[config.mk]
export PLATFORM = sky130hd
export DESIGN_NAME = reu_dma_seq
export DESIGN_NICKNAME = d
export VERILOG_FILES = /design/src/rtl/reu_dma_seq.sv
export SDC_FILE = /design/constraint.sdc
export NUM_CORES = 1
export LEC_CHECK = 0
export CELL_PAD_IN_SITES_DETAIL_PLACEMENT = 0
export CELL_PAD_IN_SITES_GLOBAL_PLACEMENT = 2
export CORE_MARGIN = 1
export CORE_UTILIZATION = 23
export CTS_CLUSTER_DIAMETER = 60
export CTS_CLUSTER_SIZE = 14
export DETAILED_ROUTE_END_ITERATION = 10
export PLACE_DENSITY_LB_ADDON = 0.1
export SETUP_SLACK_MARGIN = 0.2
export SLEW_MARGIN = 20
export SYNTH_ARGS = -nofsm -noshare
export SYNTH_HDL_FRONTEND = slang
export SYNTH_SLANG_ARGS = --single-unit
[constraint.sdc]
create_clock -name PHI2 -period 1.98 [get_ports PHI2]
set_input_delay 0.297 -clock PHI2 [delete_from_list [all_inputs] [get_ports PHI2]]
set_output_delay 0.297 -clock PHI2 [all_outputs]
set_load 0.01 [all_outputs]
[src/rtl/reu_dma_seq.sv]
`default_nettype none
// ============================================================================
// Module   : reu_dma_seq
// Brief    : REU DMA byte sequencer; walks C64/SDRAM accesses per transfer type.
// Revision : 1.0 - initial release
// ============================================================================
module reu_dma_seq (
    input  logic       PHI2,
    input  logic       Reset,
    input  logic       Execute,
    input  logic [1:0] XferType,
    input  logic       Length1,
    input  logic       BA,
    input  logic       RAMReady,
    input  logic       DataMatch,
    output logic       DMAn,
    output logic       CRD,
    output logic       CWR,
    output logic       RamRD,
    output logic       RamWR,
    output logic       LdC,
    output logic       LdR,
    output logic       IncCA,
    output logic       IncREUA,
    output logic       DecLen,
    output logic       XferEnd,
    output logic       SetEndOfBlock,
    output logic       SetVerifyErr
);

    localparam logic [1:0] C_XT_STASH  = 2'b00;
    localparam logic [1:0] C_XT_FETCH  = 2'b01;
    localparam logic [1:0] C_XT_SWAP   = 2'b10;
    localparam logic [1:0] C_XT_VERIFY = 2'b11;

    typedef enum logic [2:0] {
        S_IDLE = 3'd0,
        S_ARB  = 3'd1,
        S_CRDS = 3'd2,
        S_CWRS = 3'd3,
        S_RRDS = 3'd4,
        S_RWRS = 3'd5
    } state_t;

    state_t     state_q, state_d;
    logic [1:0] type_q, type_d;

    state_t     w_first;
    state_t     w_next;
    logic       w_done;
    logic       w_last;
    logic       w_verify_err;

    always_comb begin
        state_d       = state_q;
        type_d        = type_q;
        w_next        = S_IDLE;
        w_done        = 1'b0;
        w_last        = 1'b0;
        w_first       = (type_q == C_XT_FETCH) ? S_RRDS : S_CRDS;
        w_verify_err  = (type_q == C_XT_VERIFY) && !DataMatch;
        DMAn          = 1'b0;
        CRD           = 1'b0;
        CWR           = 1'b0;
        RamRD         = 1'b0;
        RamWR         = 1'b0;
        LdC           = 1'b0;
        LdR           = 1'b0;
        IncCA         = 1'b0;
        IncREUA       = 1'b0;
        DecLen        = 1'b0;
        XferEnd       = 1'b0;
        SetEndOfBlock = 1'b0;
        SetVerifyErr  = 1'b0;

        case (state_q)
            S_IDLE: begin
                DMAn = 1'b1;
                if (Execute) begin
                    type_d  = XferType;
                    state_d = S_ARB;
                end
            end
            S_ARB: begin
                if (BA) begin
                    state_d = w_first;
                end
            end
            S_CRDS: begin
                CRD    = BA;
                LdC    = BA;
                w_done = BA;
                w_next = (type_q == C_XT_STASH) ? S_RWRS : S_RRDS;
            end
            S_CWRS: begin
                // CWRS always closes a byte (fetch and swap both end here)
                CWR    = BA;
                w_done = BA;
                w_last = 1'b1;
            end
            S_RRDS: begin
                RamRD  = 1'b1;
                LdR    = RAMReady;
                w_done = RAMReady;
                w_last = (type_q == C_XT_VERIFY);
                w_next = (type_q == C_XT_SWAP) ? S_RWRS : S_CWRS;
            end
            S_RWRS: begin
                RamWR  = 1'b1;
                w_done = RAMReady;
                w_last = (type_q == C_XT_STASH);
                w_next = S_CWRS;
            end
            default: begin
                DMAn    = 1'b1;
                state_d = S_IDLE;
            end
        endcase

        if (w_done) begin
            if (w_last) begin
                IncCA   = 1'b1;
                IncREUA = 1'b1;
                if (w_verify_err) begin
                    SetVerifyErr  = 1'b1;
                    XferEnd       = 1'b1;
                    SetEndOfBlock = Length1;
                    state_d       = S_IDLE;
                end else if (Length1) begin
                    XferEnd       = 1'b1;
                    SetEndOfBlock = 1'b1;
                    state_d       = S_IDLE;
                end else begin
                    DecLen  = 1'b1;
                    state_d = w_first;
                end
            end else begin
                state_d = w_next;
            end
        end

        // Outputs are quiet for the whole reset cycle, not just after it
        if (Reset) begin
            DMAn          = 1'b1;
            CRD           = 1'b0;
            CWR           = 1'b0;
            RamRD         = 1'b0;
            RamWR         = 1'b0;
            LdC           = 1'b0;
            LdR           = 1'b0;
            IncCA         = 1'b0;
            IncREUA       = 1'b0;
            DecLen        = 1'b0;
            XferEnd       = 1'b0;
            SetEndOfBlock = 1'b0;
            SetVerifyErr  = 1'b0;
        end
    end

    always_ff @(negedge PHI2) begin
        if (Reset) begin
            state_q <= S_IDLE;
            type_q  <= C_XT_STASH;
        end else begin
            state_q <= state_d;
            type_q  <= type_d;
        end
    end

endmodule
`default_nettype wire

; Word level (Yosys, flattened, before mapping)
; Cells that the tools add are included.
[totals]
mem_count = 0
ramBits = 0
latchBits = 0
elab_cells = 69
inputBits = 9
rom_bits = 0
out_inout_bits = 13
ff_bits = 5
[op_classes]
multipliers = 0
n_mux = 46
shifts = 0
n_div = 0
addsub = 0
n_eq_ne = 11
n_lt_le_gt_ge = 0
n_reduce_logical = 10
bitwise = 0
[ops]
columns = op, count
row1 = $mux 1, 34
row2 = $mux 3, 8
row3 = $pmux 3 s3, 2
row4 = $eq 3x2->1 const B, 2
row5 = $eq 3x3->1 const B, 2
row6 = $ne 3x3->1 const B, 2
row7 = $reduce_or 5->1, 1
row8 = $eq 2x2->1 const B, 2
row9 = $reduce_or 2->1, 2
row10 = $reduce_or 4->1, 1
row11 = $eq 3x1->1 const B, 1
row12 = $logic_not 3->1, 1
row13 = $pmux 1 s3, 1
row14 = $reduce_and 3->1, 1
row15 = $eq 2x1->1 const B, 1
row16 = $logic_not 2->1, 1
row17 = $ne 2x1->1 const B, 1
row18 = $pmux 1 s2, 1
row19 = $reduce_and 2->1, 1
row20 = $logic_and 1x1->1, 1
row21 = $logic_not 1->1, 1

; Depth between registers and ports, before layout
[depth]
ltp_word = 6
ltp_mapped = 6

==> results_dict.tcl <==
set metrics [dict create \
    status "finished with violations" \
    failed_checks "negative setup slack" \
    worst_setup_path_start_kind "flop" \
    synth.distinct_cells 37 \
    switching_power_uw 301.5 \
    hold_class "flop to flop" \
    rsz0062_at_grt "true" \
    antenna_found_initial 0 \
    start_util_pct 24.37 \
    std_cell_rows 18 \
    path_clk_slew_ns 0.04 \
    syn_area_um2 609.3 \
    pre_cts_slack_ns -0.9682 \
    fin_nets 152 \
    cts_tree "done" \
    netlist.area_leader.share_pct 16.43 \
    insertion_delay_ns 0.32 \
    ys_seq_area_share_pct 16.43 \
    tightest_slew_ns 0.3120 \
    cp_num_buf_inv 2 \
    grt_pass1_vias 808 \
    grt_max_degree 11 \
    p_per_area_nw_per_um2 695.1 \
    hold_viol 0 \
    pwr-share-seq_pct 15.2 \
    cts_root_buf "clkbuf_4" \
    grt_pass1_wl_um 3491 \
    vias 823 \
    cp_num_cells 6 \
    critPathArrivalTime_ns 2.62 \
    syn_nets 94 \
    path_delay_family "simple AND/OR/NAND/NOR gates" \
    crit_path_end_kind "output port" \
    max-cap-violations 0 \
    synthMuxAreaShare_pct 3.285 \
    core_area_um2 2500 \
    path_class "flop to output port" \
    place_congestion 0.7236 \
    power_uw 894.1 \
    pwr-share-comb_pct 51.4 \
    grt_use_total_pct 17.52 \
    synthAdderAreaFrac_pct 0 \
    drc 0 \
    max-slew-margin-rel_pct 79.01 \
    vias_per_cell 4.785 \
    worstPathRequired_ns 1.68 \
    cts_buffer_depth 2 \
    cp_common_cell "a21oi_2" \
    worstPathCellList "or3b_4, a21oi_2, o211ai_2, buf_6, a21oi_2, buf_2" \
    cts-buffers-inserted 3 \
    cts_hold_buffers 0 \
    io_buffers 21 \
    wire_per_inst_um 12.45 \
    place_hpwl_um 1502 \
    synth_top_family_by_area "simple AND/OR/NAND/NOR gates" \
    yosysWarnings 0 \
    synth.avg_cell_area_um2 7.169 \
    layout-drive-gt1-share_pct 61.97 \
    ys_seq_elements 5 \
    peakVddDrop_uv 521.7 \
    netlist_top_cells_area "dfxtp_1 16%, nor2_1 5.5%, buf_6 5.5%" \
    die_w_um 53.47 \
    crit_slowest_cell "or3b_4" \
    synth-compound-area-share_pct 20.33 \
    timing.final.ws_setup_ns -0.9328 \
    die_area_um2 2859 \
    critPathMaxFanout 4 \
    cts_sinks 5 \
    cpPeakStageDelay_ns 0.38 \
    finClkSkew_ns 0.01045 \
    antenna_cells 0 \
    leakagePower_nw 0.5945 \
    switching_share_pct 33.72 \
    io_pins 22 \
    r2r_setup_slack_ns 0.34 \
    syn_to_final_growth_pct 111.1 \
    die_h_um 53.47 \
    wl_um 2142 \
    firstDrtPassIters 4 \
    h-tree-depth 1 \
    slew_viol_final 0 \
    yosys.area_share.simple_pct 44.76 \
    setup_violations 14 \
    internal-power_uw 592.6 \
    clkPwrFrac_pct 33.4 \
    grt_remaining_overflow 0 \
    synth_xor_xnor_area_share_pct 0 \
    first_iter_violations 18 \
    hold_depth 3 \
    rr_worst_depth 8 \
    syn_inst 85 \
    drtAntennaViolNets 0 \
    yosys.area.top_type "dfxtp_1" \
]
-- sequential cells by signal, indices dropped and copies added, names as in the netlist --
signal and cells:
state_q 3, type_q 2
-- layout by cell type, fill, tap and decap left out, drive strengths merged --
master,n
buf,55
inv,10
nor2,10
a21oi,7
nand2,6
o21ai,6
dfxtp,5
nand3b,4
nor3,4
clkbuf,3
nand2b,3
nor2b,3
mux2i,2
or3,2
clkdlybuf4s50,2
or3b,2
nand3,1
or2b,1
o41ai,1
and3,1
nand4bb,1
nand4,1
a32o,1
and3b,1
nor4,1
nor3b,1
o22a,1
nor4b,1
and4b,1
and2,1
a311oi,1
o211ai,1
bufinv,1
dlygate4sd2,1
-- worst reg2reg max path, cell delays in order, from the launching register on --
cell	delay, ns
dfxtp_2	0.33
buf_6	0.11
buf_8	0.10
buf_8	0.11
nor2_4	0.04
buf_4	0.12
or3_1	0.35
and2_1	0.16
a311oi_2	0.22
-- stage by stage --
stage	hold WS [ns]	area, um^2	setup TNS [ns]	std cells	utilization (%)
2_1_floorplan	0.5721	681.9	-4.367	85	-
3_3_place_gp	0.6215	997.2	-12.89	148	39.89
3_5_place_dp	0.6336	997.2	-13.17	148	39.89
4_1_cts	0.6721	1215	-9.699	171	48.60
5_1_grt	0.7290	1286	-10.37	172	51.45
6_report	0.6822	1286	-9.420	172	51.45
-- worst paths after layout --
path,from,endpoint
max,state_q[0],XferEnd
min,state_q[1],state_q[0]
max reg2reg,state_q[0],state_q[2]
min reg2reg,state_q[1],state_q[0]
-- synth_stat cells, drive strengths merged --
library cell,n
o21ai,6
nor4,1
nand3b,4
inv,6
a32o,1
nand2b,3
and2,1
a311oi,1
mux2i,2
or3b,2
or3,2
nor2,10
nor3,4
o41ai,1
o22a,1
nand4bb,1
or2b,1
nand2,6
buf,8
nor4b,1
nor2b,3
nand4,1
clkbuf,1
dfxtp,5
and4b,1
nor3b,1
and3b,1
and3,1
a21oi,7
nand3,1
o211ai,1
-- power groups by stage --
| stage | Combinational, mW | Sequential (mW) | Clock [mW] |
|---|---|---|---|
| finish | 0.460 | 0.136 | 0.298 |
| global route | 0.499 | 0.137 | 0.321 |
| CTS | 0.428 | 0.138 | 0.305 |
| detailed placement | 0.340 | 0.139 | 0.0188 |
| global placement | 0.341 | 0.140 | 0.0188 |
| floorplan | 0.234 | 0.129 | 0.0188 |
-- timing repair --
action	4_1_cts	5_1_grt
setup endpoints to repair	18	18
resized for setup	109	16
pin swaps	18	8
buffers inserted	15	1
-- kinds of logic (layout without fill, tap and decap cells) --
logic type,after synthesis,in the layout
AOI/OAI and AO/OA,18,18
muxes,2,2
and+or+nand+nor,45,45
buffers and inverters,15,72
DFF,5,5
-- routing by layer --
metal  global-route usage, %  routed length [um]  up-vias
met1                   19.60                 960      383
met2                   30.21                1075       21
met4                   7.456                  23        0
met3                   5.172                  83        4
li1                        -                   -      415
met5                       0                   0        -
-- area by class of cell --
class                      instances  area [um^2]
fill                             248         1214
multi-input combinational         65        531.8
timing repair buffer              58        514.2
sequential                         5        110.1
clock inverter                     6        48.80
tap                               30        37.54
clock buffer                       3        22.52
inverter                           5        21.27
No activity file was read; power rests on OpenSTA's default activity.
==> RTL change: new RTL, same settings <==
The 6 states of `state_t` get a one-hot encoding in 6 bits.
--- a/src/rtl/reu_dma_seq.sv
+++ b/src/rtl/reu_dma_seq.sv
@@ -33,13 +33,13 @@
     localparam logic [1:0] C_XT_SWAP   = 2'b10;
     localparam logic [1:0] C_XT_VERIFY = 2'b11;
 
-    typedef enum logic [2:0] {
-        S_IDLE = 3'd0,
-        S_ARB  = 3'd1,
-        S_CRDS = 3'd2,
-        S_CWRS = 3'd3,
-        S_RRDS = 3'd4,
-        S_RWRS = 3'd5
+    typedef enum logic [5:0] {
+        S_IDLE = 6'b000001,
+        S_ARB  = 6'b000010,
+        S_CRDS = 6'b000100,
+        S_CWRS = 6'b001000,
+        S_RRDS = 6'b010000,
+        S_RWRS = 6'b100000
     } state_t;
 
     state_t     state_q, state_d;
Formal check against the unedited RTL: no difference found for any inputs over 10 cycles, from zero or initial values and one cycle with Reset high; not proved beyond that.
==> RTL change against the unedited design <==
  * The flow still finishes with violations (negative setup slack)
  * Wire length rose by 41%
  * Design area grew 25%
  * Worst hold slack got worse by 0.071 ns
  * Total power shrank 37%
  * Critical path type unchanged
  * Final cell count grew 33%
  * Area after synthesis up 27%
  * Worst setup slack got worse by 0.57 ns
  * Sequential cell count grew 3
  * Largest power group unchanged
==> RTL change: results (changes against the unedited design) <==
Routing
  • WL final: 3.02 mm (was 2.14 mm)
  • Drt via density: 4.74 (was 4.78)

Global routing
  • Global-route usage over all layers: 19.2% (was 17.5%)
  • Vias in the first global route: 1088 (was 808)
  • First-pass GRT wire length: 5.02 mm (was 3.49 mm)
  • Largest net degree at the start of global routing: 13 (was 11)

Yosys
  • Synth cell count leaders: nor2_1 (15), nand2_1 (12), dfxtp_1 (8) (was nor2_1 (9), a21oi_1 (6), inv_1 (6), nand2_1 (6), dfxtp_1 (5))
  • Unique masters post-synth: 42 (was 37)
  • Sequential cell area fraction in the yosys report: 20.7% (was 16.4%)
  • Ranking of synthesized cells by area: dfxtp_1 (21%), nor2_1 (7.3%), nand2_1 (5.8%), a21oi_1 (3.9%), nor2b_1 (3.2%) (was dfxtp_1 (16%), nor2_1 (5.5%), buf_6 (5.5%), a21oi_1 (4.9%), nand3b_1 (4.9%))
  • Xor/xnor share of the synthesized area: 2.26% (was 0%)

Power
  • Leakage: 0.000742 uW (was 0.000594 uW)
  • Worst VDD drop: 223 uV (was 522 uV)
  • P_int: 371 uW (was 593 uW)

Final layout
  • Nets@finish: 196 (was 152)
  • Largest registers: state_q: 6 flops, type_q: 2 flops (was state_q: 3 flops, type_q: 2 flops)
  • Fraction of layout cells with a size suffix above 1: 56.2% (was 62.0%)
  • Number of fill cells in the layout: 325 (was 248)

Worst setup path
  • Crit path DAT: 3.19 ns (was 2.62 ns)
  • Slowest CP cell: or4_4 (was or3b_4)

Outcome
  • Failing checks: negative setup slack (unchanged)
  • Status: finished with violations (unchanged)

STA
  • Slew of the pin with the lowest slew margin: 0.348 ns (was 0.312 ns)
  • Setup slack after layout: -1.51 ns (was -0.933 ns)
  • Setup violators final: 18 (was 14)
[RTL change: layer usage]
| metal | vias to the layer above | share of wire (%) | track usage, % |
|---|---|---|---|
| met5 | - | 0 | 0 |
| met4 | 0 | 1.4 | 5.98 |
| met2 | 20 | 50 | 32.4 |
| met3 | 7 | 4.1 | 5.63 |
| met1 | 507 | 44 | 23.4 |
| li1 | 551 | - | - |
[RTL change: repair_timing]
item / CTS / global route
pin swaps: 15 / 9
hold buffers: 0 / 0
endpoints found under the setup margin: 21 / 18
hold endpoints to repair: 0 / 0
buffers inserted: 12 / 4
resized for setup: 87 / 12
[RTL change: logic make-up after synthesis]
logic type	after synthesis
buf+inv	13
xor+xnor	2
compound gates	22
simple gates	66
flops	8
[RTL change: per-stage QoR]
step	setup TNS (ns)	setup WS [ns]	hold WS, ns	util [%]	area [um2]
after CTS	-17.36	-1.51	0.611	49.0	1530
after global routing	-18.11	-1.58	0.658	51.2	1600
final	-17.00	-1.51	0.611	51.2	1600
after detailed placement	-22.46	-1.54	0.607	42.9	1340
after floorplan	-10.70	-1.04	0.490	-	868
after global placement	-22.35	-1.51	0.599	42.9	1340
[RTL change: final timing paths]
check | endpoint | startpoint | slack [ns] | cells past startpoint
min | type_q[0] | type_q[0] | 0.61 | 3
max | DecLen | state_q[2] | -1.51 | 7
min reg2reg | type_q[0] | type_q[0] | 0.61 | 3
max reg2reg | state_q[3] | state_q[2] | -0.04 | 10
[RTL change: tightest hold or removal path: cells and delay by family, from the launching register on]
kind / cells / cell delay [ns]
buf+inv: 1 / 0.15
simple gates: 1 / 0.06
flops: 1 / 0.30
compound gates: 1 / 0.05
[RTL change: cell type report]
| class | count | area share (%) |
|---|---|---|
| Multi-Input combinational cell | 90 | 43.8 |
| Timing Repair Buffer | 71 | 37.6 |
| Sequential cell | 8 | 10.5 |
| Tap cell | 44 | 3.43 |
| Clock inverter | 8 | 1.87 |
| Clock buffer | 3 | 1.41 |
| Inverter | 5 | 1.33 |
[RTL change: power by group through the flow]
stage / clock network [uW] / logic (uW) / registers (uW)
after floorplan: 28.1 / 69.3 / 182
after global placement: 28.1 / 165 / 176
after detailed placement: 28.1 / 165 / 177
after CTS: 203 / 189 / 175
after global routing: 226 / 217 / 175
final: 195 / 198 / 175
